## src/rtl/alu_decode_stage.sv

```systemverilog
// Decode/operand-fetch stage for RV32I OP and OP-IMM instructions.
// It owns a 32-entry register file and a single output slot that is handed to the ALU.
`ifndef ALU_OP_ADD
`define ALU_OP_ADD  4'd0
`endif
`ifndef ALU_OP_SUB
`define ALU_OP_SUB  4'd1
`endif
`ifndef ALU_OP_SLL
`define ALU_OP_SLL  4'd2
`endif
`ifndef ALU_OP_SLT
`define ALU_OP_SLT  4'd3
`endif
`ifndef ALU_OP_SLTU
`define ALU_OP_SLTU 4'd4
`endif
`ifndef ALU_OP_XOR
`define ALU_OP_XOR  4'd5
`endif
`ifndef ALU_OP_SRL
`define ALU_OP_SRL  4'd6
`endif
`ifndef ALU_OP_SRA
`define ALU_OP_SRA  4'd7
`endif
`ifndef ALU_OP_OR
`define ALU_OP_OR   4'd8
`endif
`ifndef ALU_OP_AND
`define ALU_OP_AND  4'd9
`endif

module alu_decode_stage #(
  parameter int XLEN = 32,
  parameter int NREG = 32
) (
  input  logic            clk,
  input  logic            reset,
  input  logic            in_valid,
  output logic            in_ready,
  input  logic [31:0]     instr,
  output logic            out_valid,
  input  logic            out_ready,
  output logic [XLEN-1:0] rs1,
  output logic [XLEN-1:0] rs2,
  output logic [3:0]      mode,
  output logic [4:0]      rd_addr,
  output logic            illegal,
  input  logic            wb_en,
  input  logic [4:0]      wb_addr,
  input  logic [XLEN-1:0] wb_data
);

  localparam logic [6:0] OPC_OP    = 7'b0110011;
  localparam logic [6:0] OPC_OPIMM = 7'b0010011;

  logic [6:0] opcode;
  logic [2:0] funct3;
  logic [6:0] funct7;
  logic       alt;
  logic       accept;
  logic       drain;
  logic       wb_hit;

  assign opcode = instr[6:0];
  assign funct3 = instr[14:12];
  assign funct7 = instr[31:25];
  assign alt    = (funct7 == 7'b0100000);

  assign in_ready = !out_valid || out_ready;
  assign accept   = in_valid && in_ready;
  assign drain    = out_valid && out_ready;
  assign wb_hit   = wb_en && (wb_addr != 5'd0);

  // Register file: x0 is never written, so its entry stays at the reset value of zero.
  logic [XLEN-1:0] regs_q [NREG];

  always_ff @(posedge clk or posedge reset) begin
    if (reset) begin
      for (int i = 0; i < NREG; i++) regs_q[i] <= '0;
    end else if (wb_hit) begin
      regs_q[wb_addr] <= wb_data;
    end
  end

  logic [4:0]      rd_idx [2];
  logic [XLEN-1:0] rd_val [2];

  assign rd_idx[0] = instr[19:15];
  assign rd_idx[1] = instr[24:20];

  genvar gi;
  generate
    for (gi = 0; gi < 2; gi++) begin : g_read
      assign rd_val[gi] = (rd_idx[gi] == 5'd0)                  ? '0 :
                          (wb_en && (wb_addr == rd_idx[gi]))     ? wb_data :
                          regs_q[rd_idx[gi]];
    end
  endgenerate

  logic [XLEN-1:0] dec_rs1, dec_rs2;
  logic [3:0]      dec_mode;
  logic [4:0]      dec_rd, dec_src1, dec_src2;
  logic            dec_ill, dec_src2_reg;

  always_comb begin
    dec_ill      = 1'b0;
    dec_mode     = `ALU_OP_ADD;
    dec_rs1      = rd_val[0];
    dec_rs2      = rd_val[1];
    dec_rd       = instr[11:7];
    dec_src1     = instr[19:15];
    dec_src2     = instr[24:20];
    dec_src2_reg = 1'b0;
    case (opcode)
      OPC_OP: begin
        dec_src2_reg = 1'b1;
        case (funct3)
          3'b000:  dec_mode = alt ? `ALU_OP_SUB : `ALU_OP_ADD;
          3'b001:  dec_mode = `ALU_OP_SLL;
          3'b010:  dec_mode = `ALU_OP_SLT;
          3'b011:  dec_mode = `ALU_OP_SLTU;
          3'b100:  dec_mode = `ALU_OP_XOR;
          3'b101:  dec_mode = alt ? `ALU_OP_SRA : `ALU_OP_SRL;
          3'b110:  dec_mode = `ALU_OP_OR;
          default: dec_mode = `ALU_OP_AND;
        endcase
        if (!((funct7 == 7'd0) || (alt && (funct3 == 3'b000 || funct3 == 3'b101))))
          dec_ill = 1'b1;
      end
      OPC_OPIMM: begin
        dec_rs2 = {{(XLEN-12){instr[31]}}, instr[31:20]};
        case (funct3)
          3'b000:  dec_mode = `ALU_OP_ADD;
          3'b001: begin
            dec_mode = `ALU_OP_SLL;
            dec_rs2  = {{(XLEN-5){1'b0}}, instr[24:20]};
            dec_ill  = (funct7 != 7'd0);
          end
          3'b010:  dec_mode = `ALU_OP_SLT;
          3'b011:  dec_mode = `ALU_OP_SLTU;
          3'b100:  dec_mode = `ALU_OP_XOR;
          3'b101: begin
            dec_mode = alt ? `ALU_OP_SRA : `ALU_OP_SRL;
            dec_rs2  = {{(XLEN-5){1'b0}}, instr[24:20]};
            dec_ill  = !((funct7 == 7'd0) || alt);
          end
          3'b110:  dec_mode = `ALU_OP_OR;
          default: dec_mode = `ALU_OP_AND;
        endcase
      end
      default: dec_ill = 1'b1;
    endcase
    // Illegal slots carry no operands, so zeroed source indices also disable hazard updates.
    if (dec_ill) begin
      dec_mode     = `ALU_OP_ADD;
      dec_rs1      = '0;
      dec_rs2      = '0;
      dec_rd       = 5'd0;
      dec_src1     = 5'd0;
      dec_src2     = 5'd0;
      dec_src2_reg = 1'b0;
    end
  end

  logic            valid_q, valid_d;
  logic [XLEN-1:0] rs1_q, rs1_d, rs2_q, rs2_d;
  logic [3:0]      mode_q, mode_d;
  logic [4:0]      rd_q, rd_d, src1_q, src1_d, src2_q, src2_d;
  logic            illegal_q, illegal_d, src2_reg_q, src2_reg_d;

  always_comb begin
    valid_d    = valid_q;
    rs1_d      = rs1_q;
    rs2_d      = rs2_q;
    mode_d     = mode_q;
    rd_d       = rd_q;
    illegal_d  = illegal_q;
    src1_d     = src1_q;
    src2_d     = src2_q;
    src2_reg_d = src2_reg_q;
    if (accept) begin
      valid_d    = 1'b1;
      rs1_d      = dec_rs1;
      rs2_d      = dec_rs2;
      mode_d     = dec_mode;
      rd_d       = dec_rd;
      illegal_d  = dec_ill;
      src1_d     = dec_src1;
      src2_d     = dec_src2;
      src2_reg_d = dec_src2_reg;
    end else if (drain) begin
      valid_d = 1'b0;
    end else if (valid_q && wb_hit) begin
      // A held slot tracks writebacks so the ALU never sees a stale operand.
      if (wb_addr == src1_q) rs1_d = wb_data;
      if (src2_reg_q && (wb_addr == src2_q)) rs2_d = wb_data;
    end
  end

  always_ff @(posedge clk or posedge reset) begin
    if (reset) begin
      valid_q    <= 1'b0;
      rs1_q      <= '0;
      rs2_q      <= '0;
      mode_q     <= `ALU_OP_ADD;
      rd_q       <= 5'd0;
      illegal_q  <= 1'b0;
      src1_q     <= 5'd0;
      src2_q     <= 5'd0;
      src2_reg_q <= 1'b0;
    end else begin
      valid_q    <= valid_d;
      rs1_q      <= rs1_d;
      rs2_q      <= rs2_d;
      mode_q     <= mode_d;
      rd_q       <= rd_d;
      illegal_q  <= illegal_d;
      src1_q     <= src1_d;
      src2_q     <= src2_d;
      src2_reg_q <= src2_reg_d;
    end
  end

  assign out_valid = valid_q;
  assign rs1       = rs1_q;
  assign rs2       = rs2_q;
  assign mode      = mode_q;
  assign rd_addr   = rd_q;
  assign illegal   = illegal_q;

endmodule

```

## config.mk

```make
export PLATFORM = sky130hd
export DESIGN_NAME = alu_decode_stage
export DESIGN_NICKNAME = d
export VERILOG_FILES = /design/src/rtl/alu_decode_stage.sv
export SDC_FILE = /design/constraint.sdc
export NUM_CORES = 2
export LEC_CHECK = 0
export BUFFER_PORTS_ARGS = -buffer_cell sky130_fd_sc_hd__buf_2
export CORE_MARGIN = 2
export CORE_UTILIZATION = 55
export CTS_BUF_LIST = sky130_fd_sc_hd__clkbuf_16
export CTS_CLUSTER_SIZE = 10
export DETAILED_ROUTE_END_ITERATION = 6
export GPL_TIMING_DRIVEN = 0
export PLACE_DENSITY_LB_ADDON = 0.05
export REMOVE_ABC_BUFFERS = 1
export SETUP_SLACK_MARGIN = 0.4
export SYNTH_ARGS = -nofsm -noshare
export SYNTH_HDL_FRONTEND = slang
export SYNTH_SLANG_ARGS = --single-unit
```

## constraint.sdc

```tcl
create_clock -name clk -period 113.8 [get_ports clk]
set_clock_uncertainty 0.2 [all_clocks]
set_input_delay 17.07 -clock clk [delete_from_list [all_inputs] [get_ports clk]]
set_output_delay 17.07 -clock clk [all_outputs]
set_load 0.005 [all_outputs]
```

Word-level counts from Yosys, hierarchy flattened
Cells that the tools add are included.
Storage, ports and cells
  word-level logic and storage cells: 131
  output and inout bits: 76
  bits of input ports: 74
  flip-flop bits (word level): 1110
Cells by class
  magnitude comparators: 4
  reduce and logical (&&, ||, !) cells: 28
  equality and inequality tests: 14
  bitwise operators: 3
  multiplexer cells: 41
Operators by type and width (count)
  bitwise mux 1024 bit: 1
  2-to-1 mux 32 bit: 21
  binary-select mux 32 bit (select 5 bit): 2
  demux 32 bit (select 5 bit): 1
  case mux 4 bit (7 select lines): 2
  equality test 5 bit: 4
  >= comparator 6 bit, second input constant: 3
  NOT 5 -> 6 bit: 3
  2-to-1 mux 5 bit: 3
  equality test 7 x 6 -> 1 bit, second input constant: 2
  logical NOT 5 bit: 2
  equality test 3 bit, second input constant: 3
  logical AND 1 bit: 9
  case mux 4 bit (2 select lines): 1
  nonzero test 2 bit: 4
  equality test 7 x 5 -> 1 bit, second input constant: 1
  logical NOT 7 bit: 1
  2-to-1 mux 1 bit: 7
  nonzero test 7 bit: 1
  equality test 3 x 2 -> 1 bit, second input constant: 2
  < comparator 6 x 1 -> 1 bit, second input constant: 1
  AND reduction 3 bit: 2
  nonzero test 5 bit: 1
  logical OR 1 bit: 4
  7 further kinds: 9

Longest topological paths before layout
  depth after elaboration: 9
  mapped depth: 11
  gate-level depth less buffers: 6

Worst setup path before layout
No wires, ideal clock.
  path type: input -> output
  from: in out_ready
  to: out in_ready
  cell stages on the path: 1
  data required time: 96530 ps
  arrival time: 17255 ps
  path slack: 79275 ps
  path buffers: 0
  cells stage by stage: nand2b_1
On the way
  cells in the longest elaborated chain, start to end: 1
RTL lines
  start, declared: RTL line 44  | input logic out_ready,
  logical OR 1 bit: RTL line 71  | assign in_ready = !out_valid || out_ready;
  end, declared: RTL line 41  | output logic in_ready,
Every way passes these cells.

Worst setup path in the final report
Ends and elaborated chain as after synthesis.

==> qor.yml <==
logic_synthesis:
  synthArstFlopShare: 1.00
  synth-edff-count: 0
  synth_cell_types: 50
  yosysWarnings: 0
  ys_seq_area_frac: 0.471
  synth-main-ff-cell: "dfrtp_1"
  synthCells: 4170
  syn_avg_cell_area_sq_um: 14.1
  syn_area_sq_mm: 0.0589
  ys_ff_latch: 1110
routing:
  drc: 0
  drt-pass1-iter-count: 5
  wire_per_inst_um: 32.3
  drtIter0Drc: 3620
  drtAntennaViolNets: 0
  viasPerCell: 6.91
  via_count: 38300
  wirelength_um: 179000
floorplanning:
  die-width_um: 331
  fp-row-count: 120
  pin_count: 150
  start_util: 0.553
  die_h_um: 331
  core_area_sq_mm: 0.107
  die_area_sq_mm: 0.110
setup_path:
  start_kind: "input port"
  crit_path_end_kind: "primary output"
  worstSetupPathType: "in -> out"
  crit_fanout: 6
  r2r_start: "out_valid"
  startpoint: "out_ready"
  rrSetupSlack_ns: 110.62
  worst_ep_required_time_ns: 96.53
  worst-r2r-cell-count: 7
  endpoint: "in_ready"
  timing.rr.end: "rs1[7]"
  worst_ep_arrival_time_ns: 17.63
cells_and_area:
  layout-drive-gt1-share: 0.477
  fin_area_sq_mm: 0.0659
  utilization: 0.618
  fin_nets: 4163
  syn2layout_area_growth_pct: 11.9
clock_network:
  clkSinkCount: 1110
  ctsResizeCount: 0
  cts.path.max_buffers: 3
  clock_latency_ns: 0.73
  cts_tree: "done"
  hold_buffers: 0
  h-tree-depth: 4
  cts_root_buf: "clkbuf_16"
  postCtsSetupBuffers: 0
  numCtsBuffers: 134
  path_clk_slew_ns: 0.05
pwr:
  vdd_drop_max_v: 0.0000129
  p_per_area_mw_per_mm2: 16.9
  leakagePower_nw: 28.8
global_routing:
  grt_use_total: 0.329
  grt_pass1_wl_um: 264000
  first_global_vias: 38500
  grt_overflow: 0
  grt_max_degree: 121
  antenna_found_initial: 4
sta:
  fin_crit_ns: 34.90
  rsz0062_at_grt: "no"
  whs_ns: 0.192
  slew_violations: 0
  maxSlewHeadroom: 0.160
  fin_crit_sh: 0.307
  finalSetupViolCount: 0
  fmax_mhz: 28.7
  fin_setup_tns_ns: 0
  hold_viol_final: 0
  worstMarginPinSlew_ns: 1.26
  setup_ws_ns: 78.90
min_path:
  min_path_type: "reg -> reg"
flow_run:
  cap_violations: 0
status:
  status: "complete, no violations"
placement:
  port_buffers: 149
  placed_area_sq_mm: 0.0622
  post-place-ws_ns: 78.91
  dp.final_hpwl_um: 104000
  place.gp.congestion: 0.739
## area by class of cell
| type | count | area, sq um |
|---|---|---|
| fill | 8153 | 40700 |
| multi-input combinational | 2584 | 29400 |
| sequential | 1110 | 27800 |
| clock buffer | 141 | 3530 |
| timing repair buffer | 255 | 3240 |
| tap | 1403 | 1760 |
| clock inverter | 43 | 176 |
| inverter | 4 | 22.5 |
| antenna | 1 | 2.50 |
## cell families after synthesis
kind of cell,count (synthesis),synth area share
DFF,1110,0.471
and+or+nand+nor,341,0.0278
xor gates and xnor gates,20,0.00297
muxes,1680,0.404
buffers and inverters,476,0.0342
AOI/OAI and AO/OA,543,0.0592
## synthesized netlist by cell type (3+ instances only)
cell      instances  area, sq um
buf_2            63          315
dfrtp_1        1110        27800
mux2i_1         153         1530
o21ai_0          84          420
o221ai_1         21          184
nand3b_1          6         45.0
inv_1             4         15.0
buf_1            61          229
nand4_1           6         37.5
o22ai_1          60          375
o32ai_1          32          280
nand3_1           9         45.0
o21ai_1          10         50.1
a31oi_1           3         18.8
clkbuf_1        314         1180
buf_4            29          218
mux4_2          453        10200
nor3_1            4         20.0
a211oi_1        123          923
nor2_1          142          533
nand2_1          66          248
nor3b_1           4         30.0
buf_6             5         56.3
nand2b_1          7         43.8
a22o_1           17          149
and3_1            6         37.5
nor4_1            3         18.8
o21a_1            7         52.6
xor2_1            8         70.1
a21oi_1         151          756
mux2_2         1072        12100
o31ai_1          22          165
xnor2_1          12          105
nor2b_1          76          475
o41ai_1           6         52.6
## placed cells by master, fill, tap and decap left out, drive strengths merged, types with 32 or more instances in the layout
master	count
mux4	453
mux2i	153
buf	255
mux2	1074
o21ai	94
o32ai	32
inv	32
clkbuf	141
nor2	142
a21oi	151
o22ai	60
a211oi	123
nand2	66
nor2b	76
dfrtp	1110
## through the flow
step                      instances  power (W)
after global routing           5540    0.00116
final                          5541    0.00112
after CTS                      5540    0.00112
after detailed placement       5356   0.000741
after floorplan                3698   0.000669
after global placement         5250   0.000742
## how the worst min path moves through the flow
stage / startpoint / to / slack (ns) / cells past startpoint
after floorplan: regs_q[1000] / regs_q[1000] / 0.17 / 0
after global placement: regs_q[1010] / regs_q[1010] / 0.18 / 0
final: regs_q[1019] / regs_q[1019] / 0.19 / 0
after CTS: regs_q[1017] / regs_q[1017] / 0.20 / 0
after detailed placement: regs_q[998] / regs_q[998] / 0.18 / 0
after global routing: regs_q[1019] / regs_q[1019] / 0.21 / 0
## state kept, by name, indices dropped and copies added, names as in the netlist
name and count:
rs1 32, src1_q 5, rs2 32, mode 4, regs_q 1024, rd_addr 5
illegal 1, out_valid 1, src2_q 5, src2_reg_q 1
## critical path: stages
cell      delay [ns]
buf_2           0.09
nand2b_1        0.27
buf_2           0.20
## where the power goes
part	switching (W)	internal (W)	total (W)
clock	0.000160	0.000218	0.000379
sequential	0.0000502	0.000467	0.000517
combinational	0.0000867	0.000134	0.000220
## per-layer routing
metal | vias to the layer above | share of wire | global-route usage
met4 | 2 | 0.035 | 0.115
li1 | 15700 | - | -
met1 | 20600 | 0.43 | 0.476
met5 | - | 0.000045 | 0
met2 | 1587 | 0.46 | 0.499
met3 | 324 | 0.078 | 0.0659
Note: power is estimated with default switching activity, not from simulation.
